<file path="src/rtl/lsu.sv">
// Load/store unit: accepts one byte/half/word load or store from the LSB, runs it
// against the memory controller, and broadcasts extended load results on the CDB.
module lsu #(
  parameter logic [5:0] LB  = 6'd11,
  parameter logic [5:0] LH  = 6'd12,
  parameter logic [5:0] LW  = 6'd13,
  parameter logic [5:0] LBU = 6'd14,
  parameter logic [5:0] LHU = 6'd15,
  parameter logic [5:0] SB  = 6'd16,
  parameter logic [5:0] SH  = 6'd17,
  parameter logic [5:0] SW  = 6'd18
) (
  input  logic        clk_in,
  input  logic        rst_in,
  input  logic        rdy_in,
  input  logic        en_signal_from_lsb,
  input  logic [5:0]  inst_name_from_lsb,
  input  logic [31:0] mem_addr_from_lsb,
  input  logic [31:0] store_value_from_lsb,
  input  logic [4:0]  rob_id_from_lsb,
  output logic        busy_to_lsb,
  input  logic        rollback_from_rob,
  output logic        en_to_mc,
  output logic        rw_to_mc,
  output logic [31:0] addr_to_mc,
  output logic [2:0]  len_to_mc,
  output logic [31:0] data_to_mc,
  input  logic        done_from_mc,
  input  logic [31:0] data_from_mc,
  output logic        valid_to_cdb,
  output logic [31:0] result_to_cdb,
  output logic [4:0]  rob_id_to_cdb
);

  typedef enum logic {S_IDLE, S_WAIT_MEM} state_t;

  state_t      r_state,  w_state_nxt;
  logic        r_drop,   w_drop_nxt;
  logic        r_busy,   w_busy_nxt;
  logic        r_is_load, w_is_load_nxt;
  logic [5:0]  r_op,     w_op_nxt;
  logic [4:0]  r_rob_id, w_rob_id_nxt;
  logic        r_rw,     w_rw_nxt;
  logic [31:0] r_addr,   w_addr_nxt;
  logic [2:0]  r_len,    w_len_nxt;
  logic [31:0] r_data,   w_data_nxt;
  logic        r_valid,  w_valid_nxt;
  logic [31:0] r_result, w_result_nxt;
  logic [4:0]  r_cdb_id, w_cdb_id_nxt;

  logic        w_req_load, w_req_store;
  logic [2:0]  w_req_len;
  logic [31:0] w_req_data;
  logic [31:0] w_load_ext;

  // Request decode: classify, size and align store data of the incoming op.
  always_comb begin
    w_req_load  = 1'b0;
    w_req_store = 1'b0;
    w_req_len   = 3'd4;
    w_req_data  = 32'h0;
    case (inst_name_from_lsb)
      LB, LBU: begin w_req_load  = 1'b1; w_req_len = 3'd1; end
      LH, LHU: begin w_req_load  = 1'b1; w_req_len = 3'd2; end
      LW:      begin w_req_load  = 1'b1; w_req_len = 3'd4; end
      SB: begin w_req_store = 1'b1; w_req_len = 3'd1; w_req_data = {24'h0, store_value_from_lsb[7:0]}; end
      SH: begin w_req_store = 1'b1; w_req_len = 3'd2; w_req_data = {16'h0, store_value_from_lsb[15:0]}; end
      SW: begin w_req_store = 1'b1; w_req_len = 3'd4; w_req_data = store_value_from_lsb; end
      default: ;
    endcase
  end

  always_comb begin
    case (r_op)
      LB:      w_load_ext = {{24{data_from_mc[7]}}, data_from_mc[7:0]};
      LBU:     w_load_ext = {24'h0, data_from_mc[7:0]};
      LH:      w_load_ext = {{16{data_from_mc[15]}}, data_from_mc[15:0]};
      LHU:     w_load_ext = {16'h0, data_from_mc[15:0]};
      default: w_load_ext = data_from_mc;
    endcase
  end

  // NOTE: every signal gets a hold/default value before the case so no latch is inferred.
  always_comb begin
    w_state_nxt   = r_state;
    w_drop_nxt    = r_drop;
    w_busy_nxt    = r_busy;
    w_is_load_nxt = r_is_load;
    w_op_nxt      = r_op;
    w_rob_id_nxt  = r_rob_id;
    w_rw_nxt      = r_rw;
    w_addr_nxt    = r_addr;
    w_len_nxt     = r_len;
    w_data_nxt    = r_data;
    w_valid_nxt   = 1'b0;
    w_result_nxt  = r_result;
    w_cdb_id_nxt  = r_cdb_id;
    case (r_state)
      S_IDLE: begin
        // Rollback squashes a same-cycle load request; committed stores still go.
        if (en_signal_from_lsb && (w_req_store || (w_req_load && !rollback_from_rob))) begin
          w_state_nxt   = S_WAIT_MEM;
          w_drop_nxt    = 1'b0;
          w_busy_nxt    = 1'b1;
          w_is_load_nxt = w_req_load;
          w_op_nxt      = inst_name_from_lsb;
          w_rob_id_nxt  = rob_id_from_lsb;
          w_rw_nxt      = w_req_store;
          w_addr_nxt    = mem_addr_from_lsb;
          w_len_nxt     = w_req_len;
          w_data_nxt    = w_req_data;
        end
      end
      S_WAIT_MEM: begin
        if (rollback_from_rob && r_is_load) w_drop_nxt = 1'b1;
        if (done_from_mc) begin
          w_state_nxt = S_IDLE;
          w_drop_nxt  = 1'b0;
          w_busy_nxt  = 1'b0;
          if (r_is_load && !r_drop) begin
            w_valid_nxt  = 1'b1;
            w_result_nxt = w_load_ext;
            w_cdb_id_nxt = r_rob_id;
          end
        end
      end
      default: w_state_nxt = S_IDLE;
    endcase
  end

  // NOTE: sequential state uses non-blocking assignments so all registers update together.
  always_ff @(posedge clk_in or posedge rst_in) begin
    if (rst_in) begin
      r_state   <= S_IDLE;
      r_drop    <= 1'b0;
      r_busy    <= 1'b0;
      r_is_load <= 1'b0;
      r_op      <= 6'h0;
      r_rob_id  <= 5'h0;
      r_rw      <= 1'b0;
      r_addr    <= 32'h0;
      r_len     <= 3'h0;
      r_data    <= 32'h0;
      r_valid   <= 1'b0;
      r_result  <= 32'h0;
      r_cdb_id  <= 5'h0;
    end else if (rdy_in) begin
      r_state   <= w_state_nxt;
      r_drop    <= w_drop_nxt;
      r_busy    <= w_busy_nxt;
      r_is_load <= w_is_load_nxt;
      r_op      <= w_op_nxt;
      r_rob_id  <= w_rob_id_nxt;
      r_rw      <= w_rw_nxt;
      r_addr    <= w_addr_nxt;
      r_len     <= w_len_nxt;
      r_data    <= w_data_nxt;
      r_valid   <= w_valid_nxt;
      r_result  <= w_result_nxt;
      r_cdb_id  <= w_cdb_id_nxt;
    end
  end

  // The memory request is exactly the busy window, so one register drives both.
  assign busy_to_lsb   = r_busy;
  assign en_to_mc      = r_busy;
  assign rw_to_mc      = r_rw;
  assign addr_to_mc    = r_addr;
  assign len_to_mc     = r_len;
  assign data_to_mc    = r_data;
  assign valid_to_cdb  = r_valid;
  assign result_to_cdb = r_result;
  assign rob_id_to_cdb = r_cdb_id;

endmodule

</file>
<file path="config.mk">
export PLATFORM = sky130hd
export DESIGN_NAME = lsu
export DESIGN_NICKNAME = d
export VERILOG_FILES = /design/src/rtl/lsu.sv
export SDC_FILE = /design/constraint.sdc
export NUM_CORES = 1
export LEC_CHECK = 0
export ABC_CLOCK_PERIOD_IN_PS = 6100
export BUFFER_PORTS_ARGS = -buffer_cell sky130_fd_sc_hd__buf_2
export CAP_MARGIN = 20
export CORE_ASPECT_RATIO = 0.75
export CORE_MARGIN = 3
export CORE_UTILIZATION = 45
export CTS_CLUSTER_DIAMETER = 50
export DETAILED_ROUTE_END_ITERATION = 12
export GPL_ROUTABILITY_DRIVEN = 0
export PLACE_DENSITY = 0.77
export SLEW_MARGIN = 20
export SYNTH_ARGS = -nofsm -noshare
export SYNTH_HDL_FRONTEND = slang
export SYNTH_SLANG_ARGS = --single-unit
</file>
<file path="constraint.sdc">
create_clock -name clk_in -period 6.1 [get_ports clk_in]
set_input_delay 0.61 -clock clk_in [delete_from_list [all_inputs] [get_ports clk_in]]
set_output_delay 0.61 -clock clk_in [all_outputs]
set_load 0.02 [all_outputs]
</file>
; ---- Word level (Yosys, flattened, before mapping)
; Cells that the tools add are included.
[classes]
n_reduce_logical = 15
n_bitwise = 1
eq_ne = 15
muxes = 18
[op_table]
columns = cell, count
row1 = $pmux W32 S4, 1
row2 = $pmux W32 S3, 1
row3 = $eq A6 B4 Y1 const B, 9
row4 = $eq A6 B5 Y1 const B, 3
row5 = $mux W1, 12
row6 = $reduce_and A3 Y1, 3
row7 = $reduce_or A3 Y1, 3
row8 = $pmux W1 S2, 3
row9 = $pmux W3 S2, 1
row10 = $reduce_or A5 Y1, 1
row11 = $logic_and A1 B1 Y1, 4
row12 = $ne A2 B2 Y1 const B, 2
row13 = $reduce_and A4 Y1, 1
row14 = $ne A3 B2 Y1 const B, 1
row15 = $logic_not A1 Y1, 2
row16 = $logic_or A1 B1 Y1, 1
row17 = $not A1 Y1, 1
[word_totals]
elab_cells = 62
register_bits = 121
output_inout_bits = 108
in_bits = 113

; ---- Depth between registers and ports, before layout
; Gate-level depths: netlist of run 1.
[logic_depth]
depth_word = 8
depth_mapped = 7
mapped_depth_nobuf = 4

; ---- Worst setup path after synthesis of run 1
; Ideal clock, no wire load.
[synth_path]
kind = input-to-reg
startpoint = in inst_name_from_lsb[5]
endpoint = reg r_addr[10] (netlist: addr_to_mc[10])
required_ns = 5.973
setup_time_ns = 0.127
t_arrival_ns = 2.318
stages = 7
setup_slack_ns = 3.654
path_buffers = 3
path_cell_list = or4b_1 clkbuf_1 o22ai_2 nor3b_2 buf_6 buf_6 mux2_1
[synth_via]
elab_chain_len = 7
word_cells_on_any_way = 16
classes_between = eq/ne: 8 / mux: 2 / reduce/logical: 6
[synth_lines]
columns = element, line_no
row1 = "start, declared", 17  ; input logic [5:0] inst_name_from_lsb,
row2 = $eq A6 B4 Y1, 62  ; case (inst_name_from_lsb)
row3 = $reduce_or A5 Y1 (no source line), n/a
row4 = $mux W1, 62
row5 = $logic_and A1 B1 Y1, 101  ; if (en_signal_from_lsb && (w_req_store || (w_req_load && !rollback_from_rob))) begin
row6 = $logic_or A1 B1 Y1 (*), 101
row7 = $logic_and A1 B1 Y1 (*), 101
row8 = $reduce_and A3 Y1 (no source line) (*), n/a
row9 = "end signal, assigned", 155  ; r_addr <= w_addr_nxt;
row10 = "end, declared", 44  ; logic [31:0] r_addr, w_addr_nxt;
; Every way passes the cells marked *; elsewhere a longest branch is shown, timed or not.
; A chain may end at the register's enable or synchronous reset.

; ---- Worst setup path in the final report of run 1
[layout_path]
startpoint = in inst_name_from_lsb[5]
endpoint = reg r_rob_id[1]
[layout_via]
elab_chain_len = 7
word_cells_on_any_way = 16
classes_between = eq/ne: 8 / mux: 2 / reduce/logical: 6
[layout_lines]
columns = element, line_no
row1 = $eq A6 B4 Y1, 62
row2 = $reduce_or A5 Y1 (no source line), n/a
row3 = $mux W1, 62
row4 = $logic_and A1 B1 Y1, 101
row5 = $logic_or A1 B1 Y1 (*), 101
row6 = $logic_and A1 B1 Y1 (*), 101
row7 = $reduce_and A3 Y1 (no source line) (*), n/a
row8 = "end signal, assigned", 153  ; r_rob_id <= w_rob_id_nxt;
row9 = "end, declared", 42  ; logic [4:0] r_rob_id, w_rob_id_nxt;
; Marked as above.

==> qor.csv, run 1 <==
stage,metric,value,unit
floorplan,io_pins,221,
cts,clock-root-buffer,clkbuf_16,
final_layout,mostFrequentLayoutCells,"buf_2, dfrtp_1, nand2_1",
cts,numCtsBuffers,17,
sta,finalMaxSlewViolations,0,
sta,post-route-period-util,45.4,%
floorplan,rows,32,
job,maxCapViolCount,0,
route,vias_per_cell,4.94,
route,wl_met3,1060,um
route,dr_wl_met2,5850,um
setup_path,reg2reg_from,r_state,
cts,clockBufferDepth,2,
final_layout,fin_area,6790,um2
power,max-vdd-ir-drop,0.228,mV
floorplan,core-area,10500,um2
yosys,ys_warn_count,0,
sta,fin_worst_skew,16.4,ps
worst_hold_path,hold_path_class,in -> async,
cts,cts_tree,done,
sta,timing.final.crit_period,2770,ps
yosys,ys_ff_latch,121,
route,drt_iter0_drc,203,
sta,tns,0,ps
placement,dp_hpwl,8790,um
floorplan,start_util,47.1,%
setup_path,end_kind,register,
route,first_pass_iters,5,
global_routing,first_global_vias,4185,
global_routing,grt_pass1_wl,20400,um
final_layout,layout_commonest_cell,buf_2,
yosys,synth_edf_count,0,
sta,finalHoldViolCount,0,
sta,max_slew.worst_pin.slew,1000,ps
power,p_per_area,375,nW/um2
final_layout,diodes,0,
route,wl_met1,5120,um
final_layout,drive_gt1_share,47.9,%
route,wl,12200,um
yosys,synth_sequential_area_ratio,61.0,%
yosys,postSynthCellCount,406,
setup_path,path_max_fanout,64,
cts,postCtsSetupBuffers,0,
yosys,avgSynthCellArea,12.2,um2
sta,slew_headroom,32.9,%
setup_path,start_kind,primary input,
yosys,synth_fp_nets,519,
setup_path,regToRegSetupSlack,3820,ps
placement,io_buffer_count,220,
setup_path,crit_type,in -> reg,
route,route.detailed.wl_per_inst,15.7,um
setup_path,crit_path_cell_trace,buf_2 -> or4b_1 -> o22ai_2 -> nor3b_4 -> buf_4 -> mux2_2,
run_status,status,"finished, final reports clean",
global_routing,antenna_found_initial,0,
power,p_total,2.55,mW
yosys,synth.distinct_cells,40,
cts,clkTransAtPathRegs,60,ps
setup_path,r2r-end,result_to_cdb[16],
floorplan,die_h,97.0,um
power,p_leak,3.66,nW
cts,cts-resized-gates,0,
cts,cts_sinks,121,
route,vias,3841,
global_routing,grt_max_degree,80,
placement,place_area,6140,um2
setup_path,max_stage_delay,750,ps
sta,fmax,361,MHz
floorplan,die_w,127,um
yosys,synthesis.area,4960,um2
sta,whs,240,ps
final_layout,syn2layout_area_growth,36.9,%
cts,htreeDepth,4,
cts,worstSkewPairLatency,410,ps
route,highest_layer,met4,
yosys,ys.flop_type,dfrtp_1,
final_layout,layout.nets,741,
global_routing,grt_usage,20.7,%
final_layout,final_core_util,64.5,%
cts,cts_hold_buf,0,
setup_path,critPathTopFamily,simple AND/OR/NAND/NOR gates,
setup_path,cp_data_arrival_time,3050,ps
sta,setup_violations,0,
yosys,async_flop_share,100,%
floorplan,die-area,12300,um2
setup_path,cp.required,6390,ps
route,drc,0,
route,ant_nets,0,
sta,rsz0062_at_grt,false,
global_routing,grt_overflow,0,
setup_path,cp_slowest_cell,buf_4,
setup_path,critical_path_buf_inv_count,2,
setup_path,reg2reg_depth,4,
## metal layers
layer,vias to the layer above,global-route usage [%]
met5,-,0
met4,0,7.91
met3,14,7.45
met2,155,33.6
met1,1859,25.2
li1,1813,-
## worst reg2reg max path, stage by stage, from the launching register on
cell and delay [ps]:
dfrtp_1 490, nand3_1 190, nor3b_4 680, and2_1 630
a21oi_1 150
## worst max path at each step
stage | cells past startpoint | end | slack (ps) | start
finish | 6 | r_rob_id[1] | 3330 | inst_name_from_lsb[5]
global placement | 6 | r_rob_id[3] | 2980 | inst_name_from_lsb[5]
detailed placement | 6 | addr_to_mc[28] | 2920 | inst_name_from_lsb[5]
global route | 6 | r_rob_id[0] | 3200 | inst_name_from_lsb[5]
CTS | 6 | r_rob_id[1] | 3360 | inst_name_from_lsb[5]
floorplan | 1 | addr_to_mc[0] | 2280 | rst_in
## area by class of cell
cell class              count  area (um2)
well taps                 136         170
fillers                   827        3740
clock inverters            13         169
multi-input cells         236        1720
inverters                  28         108
flip-flops and latches    121        3030
clock buffers              19         453
repair buffers            224        1150
## synth_stat cells (3+ instances only)
cell type / count / area share, %
o21ai_0: 3 / 0.30
buf_6: 4 / 0.91
nand3_1: 3 / 0.30
a21o_1: 3 / 0.45
dfrtp_1: 121 / 61
mux2i_1: 24 / 4.8
mux2_2: 43 / 9.8
buf_4: 3 / 0.45
nand2_1: 57 / 4.3
clkbuf_1: 10 / 0.76
and2_1: 3 / 0.38
mux2_1: 16 / 3.6
nor2_1: 26 / 2.0
a21oi_1: 26 / 2.6
a22o_1: 8 / 1.4
inv_1: 28 / 2.1
## power breakdown
group	leakage (nW)	total [mW]	switching, mW	internal (mW)
clock	0.292	1.03	0.365	0.666
combinational	1.80	0.498	0.297	0.202
sequential	1.58	1.02	0.0767	0.940
total	3.66	2.55	0.738	1.81
## per-stage QoR
step	cells	worst slack, ps
2_1_floorplan	406	2280
3_3_place_gp	744	2980
3_5_place_dp	744	2920
4_1_cts	776	3360
5_1_grt	777	3200
6_report	777	3330
## flip-flops by register name (all words and copies together), names as in the netlist, 3 cells and up
register	flops
rob_id_to_cdb	5
r_rob_id	5
data_to_mc	32
r_op	6
result_to_cdb	32
len_to_mc	3
addr_to_mc	32
## kinds of logic (layout without fill, tap and decap cells)
family / Yosys count / after routing / share of synthesized area, %
multiplexers: 83 / 83 / 18.2
AO/OA/AOI/OAI: 47 / 47 / 6.02
AND/OR/NAND/NOR: 104 / 104 / 9.60
flip-flops: 121 / 121 / 61.0
XOR/XNOR: 2 / 2 / 0.353
buffers and inverters: 49 / 284 / 4.79
(Power assumes the default switching activity.)
==> run 2: changes to the inputs <==
--- a/config.mk
+++ b/config.mk
@@ -5,12 +5,12 @@
 export SDC_FILE = /design/constraint.sdc
 export NUM_CORES = 1
 export LEC_CHECK = 0
-export ABC_CLOCK_PERIOD_IN_PS = 6100
+export ABC_CLOCK_PERIOD_IN_PS = 2500
 export BUFFER_PORTS_ARGS = -buffer_cell sky130_fd_sc_hd__buf_2
 export CAP_MARGIN = 20
 export CORE_ASPECT_RATIO = 0.75
 export CORE_MARGIN = 3
-export CORE_UTILIZATION = 45
+export CORE_UTILIZATION = 43
 export CTS_CLUSTER_DIAMETER = 50
 export DETAILED_ROUTE_END_ITERATION = 12
 export GPL_ROUTABILITY_DRIVEN = 0
==> constraint.sdc (replaced) <==
create_clock -name clk_in -period 2.5 [get_ports clk_in]
set_input_delay 0.25 -clock clk_in [delete_from_list [all_inputs] [get_ports clk_in]]
set_output_delay 0.25 -clock clk_in [all_outputs]
set_load 0.02 [all_outputs]
==> qor.csv, run 2 (synthesis gave the netlist of run 1 again) <==
stage,metric,value,unit
run_status,status,"finished, final reports clean",
job,maxCapViolCount,0,
floorplan,die-area,12900,um2
final_layout,layout.nets,748,
final_layout,ff_latch_area,3030,um2
final_layout,fillers,891,
final_layout,mostFrequentLayoutCells,"buf_2, dfrtp_1, nand2_1",
placement,io_buffer_count,220,
cts,cts_tree,done,
floorplan,start_util,44.7,%
global_routing,first_global_vias,4029,
sta,tns,0,ps
floorplan,io_pins,221,
cts,clockBufferDepth,2,
floorplan,rows,33,
global_routing,grt_max_degree,48,
sta,fin_worst_skew,4.54,ps
setup_path,cp_data_arrival_time,2240,ps
floorplan,die_h,99.0,um
sta,timing.final.crit_period,1920,ps
placement,dp_hpwl,8910,um
sta,fmax,520,MHz
sta,whs,22.1,ps
cts,cts_sinks,121,
power,p_leak,3.69,nW
sta,finalHoldViolCount,0,
sta,post-route-period-util,77.0,%
sta,setup_violations,0,
sta,rsz0062_at_grt,false,
setup_path,crit_type,in -> reg,
cts,clock-root-buffer,clkbuf_16,
route,drc,0,
final_layout,diodes,0,
floorplan,core-area,11100,um2
route,vias_per_cell,4.94,
setup_path,start_kind,primary input,
cts,numCtsBuffers,17,
route,route.detailed.wl_per_inst,15.3,um
floorplan,die_w,130,um
global_routing,grt_overflow,0,
route,drt_iter0_drc,141,
global_routing,grt_usage,19.1,%
worst_hold_path,hold_path_class,in -> async,
route,first_pass_iters,5,
power,p_per_area,914,nW/um2
final_layout,drive_gt1_share,48.5,%
cts,clkTransAtPathRegs,60,ps
cts,cts_hold_buf,0,
power,max-vdd-ir-drop,0.697,mV
global_routing,antenna_found_initial,0,
route,ant_nets,0,
setup_path,path_max_fanout,43,
setup_path,cp.required,2820,ps
route,vias,3894,
sta,max_slew.worst_pin.slew,886,ps
final_layout,syn2layout_area_growth,38.5,%
cts,postCtsSetupBuffers,0,
sta,slew_headroom,40.8,%
sta,finalMaxSlewViolations,0,
setup_path,end_kind,register,
cts,htreeDepth,4,
final_layout,multi_input_area,1710,um2
route,wl,12100,um
final_layout,layout_commonest_cell,buf_2,
power,p_total,6.28,mW
global_routing,grt_pass1_wl,19500,um
cts,worstSkewPairLatency,400,ps
cts,cts-resized-gates,0,
[run 2: changes by cell type in the layout (fill, tap and decap cells not counted), moves of 2 or more]
cell,change
inv_6,+2
clkinv_4,-3
buf_12,+3
buf_4,+5
[run 2: area by class of cell]
class	count	share of cell area, %
inverters	28	1.58
clock buffers	18	6.39
flip-flops and latches	121	44.0
clock inverters	14	2.84
well taps	140	2.55
multi-input cells	236	24.9
repair buffers	231	17.8
[run 2: worst paths after layout]
path	from	endpoint	slack (ps)	cells past startpoint
hold / removal	rst_in	data_to_mc[7]	20	2
min in group clk_in	store_value_from_lsb[0]	data_to_mc[0]	60	2
setup / recovery	inst_name_from_lsb[5]	data_to_mc[12]	580	7
setup reg to reg	r_state	result_to_cdb[31]	660	4
hold reg to reg	addr_to_mc[7]	addr_to_mc[7]	480	1
max in group asynchronous	rst_in	result_to_cdb[7]	1660	3
[run 2: per-stage QoR]
step                      setup WS (ps)  cells  area (um2)  utilization (%)
after floorplan                     414    406        4970                -
after global placement              262    756        6240             56.2
after detailed placement            155    756        6240             56.2
after CTS                           576    788        6880             61.9
after global routing                475    788        6880             61.9
final                               576    788        6880             61.9
[run 2: metal layers]
metal / vias up / routed length, um / global-route usage (%) / share of wire (%)
met1: 1879 / 5050 / 23.9 / 42
li1: 1836 / - / - / -
met4: 0 / 173 / 6.23 / 1.4
met3: 17 / 997 / 6.55 / 8.3
met5: - / 0 / 0 / 0
met2: 162 / 5860 / 30.9 / 49
[run 2: power breakdown]
part,internal [mW],switching (mW)
Combinational,0.494,0.723
Sequential,2.29,0.184
Clock,1.70,0.889
Total,4.49,1.80
[run 2: worst max-delay path, stage by stage]
cell     delay (ps)
buf_2           110
or4b_1          630
o22ai_2         230
nor3b_4         250
buf_12          280
buf_12          240
mux2i_1         230
